===== src/rtl/instruction_fetch_unit.sv =====
// -----------------------------------------------------------------------------
// instruction_fetch_unit
//
// Fetch stage of a pipelined CPU, sitting just upstream of the IF/ID register.
// Owns the program counter, issues word-aligned requests to a variable-latency
// instruction memory, and presents one fetched instruction at a time.
// Branch/jump redirects from later stages restart fetching at a new address.
// A response still in flight when a redirect lands is squashed.
//
// Handshakes (valid/ready semantics, both directions):
//   * Memory side: o_mem_req is raised with o_mem_addr and both are held
//     unchanged until i_mem_ready is sampled high. i_mem_ready is a one-cycle
//     pulse qualifying i_mem_data, and it is ignored while o_mem_req is low.
//     A request is never withdrawn, even when a redirect makes it stale.
//   * Downstream side: o_if_valid marks o_if_pc/o_if_instruction as a
//     presented instruction. It is consumed on a cycle with o_if_valid=1 and
//     i_stall=0. While i_stall=1 every output holds.
//   * o_if_valid and o_mem_req are never high together.
//
// Every output is a register. The FSM state is exported on o_state for
// debug and checker binding.
// -----------------------------------------------------------------------------
module instruction_fetch_unit #(
  parameter logic [31:0] RESET_PC = 32'h0000_0000,
  parameter logic [31:0] NOP      = 32'h0000_0013
) (
  input  logic        i_clock,
  input  logic        i_reset,
  input  logic        i_stall,
  input  logic        i_redirect,
  input  logic [31:0] i_redirect_pc,
  output logic        o_mem_req,
  output logic [31:0] o_mem_addr,
  input  logic        i_mem_ready,
  input  logic [31:0] i_mem_data,
  output logic        o_if_valid,
  output logic [31:0] o_if_pc,
  output logic [31:0] o_if_instruction,
  output logic [31:0] o_fetch_count,
  output logic [1:0]  o_state
);

  // FETCH: a request is outstanding (or about to be issued after reset).
  // HOLD : an instruction is presented downstream, no request outstanding.
  // DRAIN: a request is outstanding, but its response is already stale.
  typedef enum logic [1:0] {
    S_FETCH = 2'd0,
    S_HOLD  = 2'd1,
    S_DRAIN = 2'd2
  } state_t;

  state_t      r_state;
  logic [31:0] r_pc;
  logic [31:0] r_pending_pc;
  logic        r_mem_req;
  logic [31:0] r_mem_addr;
  logic        r_if_valid;
  logic [31:0] r_if_pc;
  logic [31:0] r_if_instruction;
  logic [31:0] r_fetch_count;

  state_t      w_state_nxt;
  logic [31:0] w_pc_nxt;
  logic [31:0] w_pending_pc_nxt;
  logic        w_mem_req_nxt;
  logic [31:0] w_mem_addr_nxt;
  logic        w_if_valid_nxt;
  logic [31:0] w_if_pc_nxt;
  logic [31:0] w_if_instruction_nxt;
  logic [31:0] w_fetch_count_nxt;

  // Redirect target with the byte offset cleared so every fetch is aligned.
  logic [31:0] w_target;
  // Sequential successor of the presented instruction (wraps modulo 2^32).
  logic [31:0] w_pc_plus4;
  // Where fetching resumes once a squashed response has drained.
  logic [31:0] w_drain_dest;

  assign w_target     = i_redirect_pc & ~32'h0000_0003;
  assign w_pc_plus4   = r_pc + 32'd4;
  assign w_drain_dest = i_redirect ? w_target : r_pending_pc;

  // Next-state and next-output logic; every register holds unless changed.
  always_comb begin
    w_state_nxt          = r_state;
    w_pc_nxt             = r_pc;
    w_pending_pc_nxt     = r_pending_pc;
    w_mem_req_nxt        = r_mem_req;
    w_mem_addr_nxt       = r_mem_addr;
    w_if_valid_nxt       = r_if_valid;
    w_if_pc_nxt          = r_if_pc;
    w_if_instruction_nxt = r_if_instruction;
    w_fetch_count_nxt    = r_fetch_count;

    unique case (r_state)
      S_FETCH: begin
        if (!r_mem_req) begin
          // First cycle out of reset: issue the request. A redirect seen
          // here simply changes where that first request goes.
          w_mem_req_nxt = 1'b1;
          if (i_redirect) begin
            w_pc_nxt       = w_target;
            w_mem_addr_nxt = w_target;
          end
        end else if (i_mem_ready) begin
          if (i_redirect) begin
            // Response belongs to the abandoned path: drop it and start
            // the new request immediately, keeping o_mem_req high.
            w_pc_nxt       = w_target;
            w_mem_addr_nxt = w_target;
          end else begin
            w_if_instruction_nxt = i_mem_data;
            w_if_pc_nxt          = r_pc;
            w_if_valid_nxt       = 1'b1;
            w_mem_req_nxt        = 1'b0;
            w_state_nxt          = S_HOLD;
          end
        end else if (i_redirect) begin
          // Request cannot be withdrawn; remember the target and wait.
          w_pending_pc_nxt = w_target;
          w_state_nxt      = S_DRAIN;
        end
      end

      S_DRAIN: begin
        if (i_mem_ready) begin
          // Stale data dropped; a redirect in this same cycle wins.
          w_pc_nxt       = w_drain_dest;
          w_mem_addr_nxt = w_drain_dest;
          w_state_nxt    = S_FETCH;
        end else if (i_redirect) begin
          // Last redirect wins.
          w_pending_pc_nxt = w_target;
        end
      end

      S_HOLD: begin
        if (i_redirect) begin
          // Redirect beats stall: the presented instruction is discarded.
          w_if_valid_nxt = 1'b0;
          w_pc_nxt       = w_target;
          w_mem_addr_nxt = w_target;
          w_mem_req_nxt  = 1'b1;
          w_state_nxt    = S_FETCH;
        end else if (!i_stall) begin
          // Accepted downstream: count it and fetch the next word.
          w_if_valid_nxt    = 1'b0;
          w_pc_nxt          = w_pc_plus4;
          w_mem_addr_nxt    = w_pc_plus4;
          w_mem_req_nxt     = 1'b1;
          w_fetch_count_nxt = r_fetch_count + 32'd1;
          w_state_nxt       = S_FETCH;
        end
      end

      default: begin
        w_state_nxt = S_FETCH;
      end
    endcase
  end

  // State and datapath registers with synchronous active-high reset.
  always_ff @(posedge i_clock) begin
    if (i_reset) begin
      r_state          <= S_FETCH;
      r_pc             <= RESET_PC;
      r_pending_pc     <= RESET_PC;
      r_mem_req        <= 1'b0;
      r_mem_addr       <= RESET_PC;
      r_if_valid       <= 1'b0;
      r_if_pc          <= 32'h0000_0000;
      r_if_instruction <= NOP;
      r_fetch_count    <= 32'h0000_0000;
    end else begin
      r_state          <= w_state_nxt;
      r_pc             <= w_pc_nxt;
      r_pending_pc     <= w_pending_pc_nxt;
      r_mem_req        <= w_mem_req_nxt;
      r_mem_addr       <= w_mem_addr_nxt;
      r_if_valid       <= w_if_valid_nxt;
      r_if_pc          <= w_if_pc_nxt;
      r_if_instruction <= w_if_instruction_nxt;
      r_fetch_count    <= w_fetch_count_nxt;
    end
  end

  assign o_mem_req        = r_mem_req;
  assign o_mem_addr       = r_mem_addr;
  assign o_if_valid       = r_if_valid;
  assign o_if_pc          = r_if_pc;
  assign o_if_instruction = r_if_instruction;
  assign o_fetch_count    = r_fetch_count;
  assign o_state          = r_state;

endmodule


===== config.mk =====
export PLATFORM = sky130hd
export DESIGN_NAME = instruction_fetch_unit
export DESIGN_NICKNAME = d
export VERILOG_FILES = /design/src/rtl/instruction_fetch_unit.sv
export SDC_FILE = /design/constraint.sdc
export NUM_CORES = 1
export LEC_CHECK = 0
export CAP_MARGIN = 25
export CORE_MARGIN = 5
export CORE_UTILIZATION = 49
export DETAILED_ROUTE_END_ITERATION = 8
export HOLD_SLACK_MARGIN = 0.15
export PLACE_DENSITY = 0.93
export SLEW_MARGIN = 20
export SYNTH_ARGS = -nofsm -noshare
export SYNTH_HDL_FRONTEND = slang
export SYNTH_SLANG_ARGS = --single-unit

===== constraint.sdc =====
create_clock -name i_clock -period 2.8 [get_ports i_clock]
set_input_delay 0.42 -clock i_clock [delete_from_list [all_inputs] [get_ports i_clock]]
set_output_delay 0.42 -clock i_clock [all_outputs]
set_load 0.02 [all_outputs]

==> results.md, run 1 <==
* Status: finished clean
* Worst VDD drop at just over 0.0005 V
* Number of top-level pins at roughly 200
* Crit path time final at around 2.3 ns
* Asr flop ratio synth at 0%
* Die Height at ~130 µm
* Max_cap viols at 0
* First-pass GRT wire length at 36100 µm
* Ant diodes at 0
* Area Overhead vs Synth at 37.0%
* All-layer global routing usage at 24.5%
* CP Data Arrival Time at roughly 2.6 ns
* CP Capture Type: flop
* PD cells at 716 mW/mm²
* Worst r2r src: o_state[1]
* Core area at approximately 0.015 mm²
* Clk Latency, worst-skew pair at 0.43 ns
* Clk root buf: clkbuf_16
* WS Path Type: flop to flop
* 1st-iter DRT viols at between 700 and 800
* Post-layout net count at 1199
* Final routed DRC violation total at 0
* Vias at 7687
* Port bufs at between 150 and 200
* R2R Setup Slk at 0.45 ns
* Layout cell share with drive strength beyond 1 at 6.50%
* Setup TNS at 0 ns
* Max incr delay on CP at between 0.4 and 0.5 ns
* Prevailing post-synth register cell: dfxtp_1
* Min-Delay Path Class: flop to flop
* Reg-to-reg endpoint: o_mem_addr[9]
* Clock Path Buffers at 2
* TritonCTS buffer count at 17
* Postcts setup bufs at 0
* DRT Pass-1 Iters at 9
* DRT antenna net count at 0
* Yosys cell types at 62
* Final hold viol count at 0
* Post-synth EDFFs at 0
* Critical path endpoint: o_mem_addr[9]
* RSZ-0062 raised after global routing: false
* Slowest cell on crit path: dfxtp_1
* Max Slew Vio Count at 0
* DR WL/cell at approximately 17 µm
* CP Launch Type: flop
* Critical Path Start: o_state[1]
* Worst-margin pin slew at 0.827 ns
* Lkg Pwr at between 3 and 4 nW
* CTS tree: yes
* Final setup vio count at 0
* Worst EP required at between 3 and 4 ns
* Die area at 0.0179 mm²
* CP Buf/Inv Count at 3
* Clk_skew at 0.0124 ns
* Crit Path Max Fanout at 22
* Routed WL at 22600 µm
* Rows at between 40 and 50
* CP top delay family: compound AO/OA/AOI/OAI gates
* Vias in the first global route at ~7300
* Syn. warnings at 0
* Quantity of hold-fixing buffers added after cts at 0
* Cells along the critical path: inv_1 > ha_1 > nor2b_1 > a222oi_1 > buf_4 > nand2_1 > buf_4 > a221oi_1 > a221oi_1
* Pin count of the biggest net entering global routing at between 150 and 200
* Synthesized net count at 1031
* CTS clk-pin slew, worst paths at approximately 0.060 ns
* Normalized max-slew margin at ~45%
* Sequential fraction of the synthesis area at 43.7%
* Antenna violations before repair at 1
* Synthesized flop and latch total at 164
* Hold_sp: r_pending_pc[2]
* Post_cts resized at 0
* Post-Synthesis Cells at 957
* R2R depth at 9
* Htree depth at 4
* Starting Density at 49.6%
* Gp weighted congestion at ~0.83
* Vias per Instance at a little under 6
* Critical path depth at 9
* Remaining global-route overflow at 0
* Maximum clock rate at between 400 and 500 MHz
* Die width at 134 µm
* Period Utilization, post-route at 83.9%
* CTS sink count at approximately 160
* Hold_ws at about 0.45 ns
* Post-Syn Area at 0.00751 mm²
* Dpl hpwl at 14800 µm
* Syn avg cell area at 7.85 µm²
[cell usage after synthesis (3+ instances only)]
cell type    n  area [µm²]
a211oi_1    10        75.1
a21o_1       4        30.0
a21oi_1    121         606
a221oi_1    10        87.6
a222oi_1     7        70.1
a22o_1       8        70.1
a22oi_1      6        45.0
a31o_2       4        35.0
a31oi_1      8        50.1
and2_1       5        31.3
and3_1       9        56.3
and4_1       5        43.8
buf_1        3        11.3
buf_2        7        35.0
clkbuf_1    61         229
dfxtp_1    164        3280
ha_1         5        62.6
inv_1       17        63.8
mux2i_1      6        60.1
nand2_1    213         800
nand2b_1     7        43.8
nand3_1     22         110
nand3b_1     4        30.0
nand4_1     12        75.1
nor2_1      68         255
nor2b_1      7        43.8
nor3_1      15        75.1
nor3b_1      3        22.5
nor4_1      17         106
o211ai_1     4        30.0
o21ai_0     40         200
or3_1        7        43.8
xnor2_1     28         245
xor2_1      10        87.6
[sequential cells by signal (all words and copies together) (netlist names)]
register / cells
r_pending_pc: 32
o_mem_req: 1
o_if_instruction: 32
o_mem_addr: 32
o_if_pc: 32
o_fetch_count: 32
o_state: 2
o_if_valid: 1
[routing by layer]
| metal | routed length [µm] | GRT usage (%) | up-vias |
|---|---|---|---|
| met4 | 615 | 10.5 | 2 |
| met5 | 11 | 0 | - |
| li1 | - | - | 3660 |
| met2 | 10900 | 40.8 | 389 |
| met3 | 2100 | 6.86 | 57 |
| met1 | 8900 | 29.7 | 3579 |
[final cells by class]
type / count / area [µm²]
Clock inverter: 8 / 173
Multi-Input combinational cell: 701 / 3860
Inverter: 17 / 63.8
Timing Repair Buffer: 224 / 2200
Clock buffer: 24 / 472
Fill cell: 1164 / 4860
Tap cell: 188 / 235
Sequential cell: 164 / 3280
[metrics by stage]
step                util (%)  std cells  setup slack (ns)  power, mW  instance area (µm²)
global placement        63.7       1294             0.345       4.76                 9640
floorplan                  -        957             0.475       3.97                 7510
finish                  67.9       1326             0.451       7.36                10300
global route            67.9       1326             0.334       7.68                10300
detailed placement      63.7       1294             0.312       4.81                 9640
CTS                     67.9       1326             0.477       7.36                10300
[cells by family after synthesis]
group	Yosys count	share of synthesized area (%)
adders and majority gates	5	0.833
buffers and inverters	92	5.01
DFF	164	43.7
and+or+nand+nor	408	25.2
xor gates and xnor gates	38	4.43
muxes	8	1.10
AOI/OAI and AO/OA	242	19.7
[worst min-delay path by stage]
stage,depth (start not counted),slack (ns),to
6_report,2,0.45,r_pending_pc[2]
5_1_grt,2,0.47,o_if_pc[26]
4_1_cts,2,0.45,r_pending_pc[2]
3_5_place_dp,2,0.45,r_pending_pc[2]
3_3_place_gp,2,0.44,o_if_instruction[29]
2_1_floorplan,2,0.43,r_pending_pc[2]
[worst reg2reg max path, cell delays in order (launching register included)]
cell	delay, ns
dfxtp_1	0.43
inv_1	0.10
ha_1	0.30
nor2b_1	0.20
a222oi_1	0.23
buf_4	0.20
nand2_1	0.05
buf_4	0.23
a221oi_1	0.32
a221oi_1	0.14
[report_power, final]
part           internal [mW]  leakage (nW)  switching [mW]  total [mW]
clock network           1.63         0.313           0.924        2.56
registers               2.55          1.33           0.293        2.84
logic                  0.844          1.90            1.12        1.96
total                   5.03          3.55            2.34        7.36
[cell usage in the layout (no fill, tap or decap), types with 3 or more instances in the layout]
master | netlist | routed
a21o_1 | 4 | 4
and4_1 | 5 | 5
or3_1 | 7 | 7
bufinv_16 | 0 | 5
nor2b_1 | 7 | 7
a221oi_1 | 10 | 10
buf_4 | 2 | 25
nand2b_1 | 7 | 7
nor4_1 | 17 | 17
xnor2_1 | 28 | 28
and3_1 | 9 | 9
ha_1 | 5 | 5
dfxtp_1 | 164 | 164
a222oi_1 | 7 | 7
clkbuf_1 | 61 | 5
nor2_1 | 68 | 68
a22o_1 | 8 | 8
a31oi_1 | 8 | 8
xor2_1 | 10 | 10
nand2_1 | 213 | 213
nand3b_1 | 4 | 4
a211oi_1 | 10 | 10
clkdlybuf4s50_1 | 0 | 197
nor3b_1 | 3 | 3
o211ai_1 | 4 | 4
mux2i_1 | 6 | 6
nand4_1 | 12 | 12
a21oi_1 | 121 | 121
nand3_1 | 22 | 21
clkbuf_16 | 0 | 17
a31o_2 | 4 | 4
a22oi_1 | 6 | 6
and2_1 | 5 | 5
nor3_1 | 15 | 14
o21ai_0 | 40 | 40
inv_1 | 17 | 17
Note: power is estimated with default switching activity, not from simulation.
==> run 2: changes to the inputs <==
--- a/config.mk
+++ b/config.mk
@@ -7,10 +7,10 @@
 export LEC_CHECK = 0
 export CAP_MARGIN = 25
 export CORE_MARGIN = 5
-export CORE_UTILIZATION = 49
+export CORE_UTILIZATION = 44
 export DETAILED_ROUTE_END_ITERATION = 8
 export HOLD_SLACK_MARGIN = 0.15
-export PLACE_DENSITY = 0.93
+export PLACE_DENSITY = 0.89
 export SLEW_MARGIN = 20
 export SYNTH_ARGS = -nofsm -noshare
 export SYNTH_HDL_FRONTEND = slang
==> constraint.sdc (replaced) <==
create_clock -name i_clock -period 2.15 [get_ports i_clock]
set_input_delay 0.3225 -clock i_clock [delete_from_list [all_inputs] [get_ports i_clock]]
set_output_delay 0.3225 -clock i_clock [all_outputs]
set_load 0.02 [all_outputs]
==> results.md, run 2 (same netlist as run 1, synthesis figures left out) <==
* All-layer global routing usage at 23.4%
* WS Path Type: flop to flop
* Antenna violations before repair at 2
* Clk Latency, worst-skew pair at 0.43 ns
* Vias per Instance at ~5.6
* DRT Pass-1 Iters at 5
* Crit path time final at 2.08 ns
* Switching Fraction at around 33%
* Dpl hpwl at 16900 µm
* Layout cell share with drive strength beyond 1 at 12.6%
* Commonest non-fill, non-tap cell in the layout: nand2_1
* Part of the power in combinational logic at 32.2%
* DRT antenna net count at 0
* Fin util at 65.6%
* Max Slew Vio Count at 0
* Sequential power share at 36.2%
* PD cells at between 900 and 1000 mW/mm²
* Port bufs at 198
* Area Overhead vs Synth at 45.4%
* Vias at 7926
* Final routed DRC violation total at 0
* Setup TNS at 0 ns
* Clk network pwr share at 31.6%
* Period Utilization, post-route at 96.8%
* Most frequent cells in the layout: 213 x nand2_1, 197 x clkdlybuf4s50_1, 160 x dfxtp_1
* Number of top-level pins at 201
* Routed WL at 23900 µm
* Htree depth at 4
* Worst EP required at 2.53 ns
* Worst VDD drop at 0.000658 V
* Gp weighted congestion at 0.861
* Hold_ws at approximately 0.23 ns
* CP Data Arrival Time at between 2 and 2.5 ns
* Maximum clock rate at 480 MHz
* Min-Delay Path Class: input pin to flop
* DR WL/cell at 16.9 µm
* Vias in the first global route at roughly 7700
* Lkg Pwr at 3.88 nW
* CTS tree: yes
* Final setup vio count at 0
* CP Launch Type: flop
* First-pass GRT wire length at approximately 38000 µm
* Starting Density at 45.1%
* Remaining global-route overflow at 0
* Clk_skew at ~0.0091 ns
* Pin count of the biggest net entering global routing at 52
* TritonCTS buffer count at 17
* Quantity of hold-fixing buffers added after cts at 0
* Core area at 0.0166 mm²
* Die area at 0.0198 mm²
* Clk root buf: clkbuf_16
* Setup ws final at 0.0686 ns
* RSZ-0062 raised after global routing: true
* Die width at 141 µm
* Normalized max-slew margin at 64.5%
* CTS clk-pin slew, worst paths at ~0.070 ns
* Die Height at between 100 and 150 µm
* Internal power at 6.64 mW
* CP Capture Type: flop
* Status: finished clean
* Pre-CTS setup slack at -0.262 ns
* Rows at 47
* Final hold viol count at 0
* Post-layout net count at 1257
* Total power at 9.87 mW
* CTS sink count at between 150 and 200
* Clock Path Buffers at 2
* Worst-margin pin slew at 0.533 ns
* Max_cap viols at 0
* Postcts setup bufs at 0
* Crit Path Max Fanout at 4
* 1st-iter DRT viols at a little under 700
* Reported net switching power at between 3 and 4 mW
[run 2: through the flow]
| stage | std cells | instance area (µm²) |
|---|---|---|
| 6_report | 1418 | 10900 |
| 5_1_grt | 1418 | 10900 |
| 4_1_cts | 1416 | 10800 |
| 3_5_place_dp | 1384 | 10200 |
| 3_3_place_gp | 1384 | 10200 |
| 2_1_floorplan | 957 | 7540 |
[run 2: final cells by class]
cell class / instances / area (µm²)
fillers: 1324 / 5720
flip-flops and latches: 164 / 3290
multi-input cells: 701 / 3930
clock inverters: 12 / 154
diodes: 2 / 5.00
inverters: 17 / 63.8
clock buffers: 20 / 447
well taps: 220 / 275
repair buffers: 282 / 2750
[run 2: path summary, 6_finish.rpt]
check,start,endpoint,slack (ns),cells after the start
setup / recovery,o_mem_addr[3],o_mem_addr[22],0.07,6
hold / removal,i_reset,o_state[0],0.23,2
hold reg to reg,o_if_instruction[26],o_if_instruction[26],0.45,2
setup reg to reg,o_mem_addr[3],o_mem_addr[22],0.07,6
[run 2: routing by layer]
metal  vias up  track usage (%)  share of wire, %
met4         0             8.36               2.0
li1       3782                -                 -
met5         -                0                 0
met2       360             39.8                49
met1      3744             29.4                42
met3        40             4.64               7.0
[run 2: power groups by stage]
stage | clock (mW) | sequential, mW | combinational [mW]
final | 3.12 | 3.58 | 3.18
after global routing | 3.28 | 3.61 | 3.40
after CTS | 3.16 | 3.57 | 3.07
after detailed placement | 0 | 3.63 | 3.04
after global placement | 0 | 3.62 | 2.96
after floorplan | 0 | 3.95 | 1.26
[run 2: repair_timing]
item                       in CTS  in global routing
gates cloned                    0                  0
pin swaps                       0                  3
setup endpoints to repair       2                 19
gates resized for setup         3                 13
hold endpoints to repair        0                  0
[run 2: critical path, cell delays in order (launching register included)]
cell and delay [ns]:
dfxtp_2 0.34, ha_1 0.19, nand3_2 0.11, or4_4 0.59
or3_1 0.41, a211oi_2 0.25, o22a_1 0.14
==> run 3: changes to the inputs <==
--- a/config.mk
+++ b/config.mk
@@ -9,7 +9,7 @@
 export CORE_MARGIN = 5
 export CORE_UTILIZATION = 44
 export DETAILED_ROUTE_END_ITERATION = 8
-export HOLD_SLACK_MARGIN = 0.15
+export HOLD_SLACK_MARGIN = 0.05
 export PLACE_DENSITY = 0.89
 export SLEW_MARGIN = 20
 export SYNTH_ARGS = -nofsm -noshare
==> results of run 3 <==
Same layout as run 2: the final DEF is identical, and so are final timing and power.
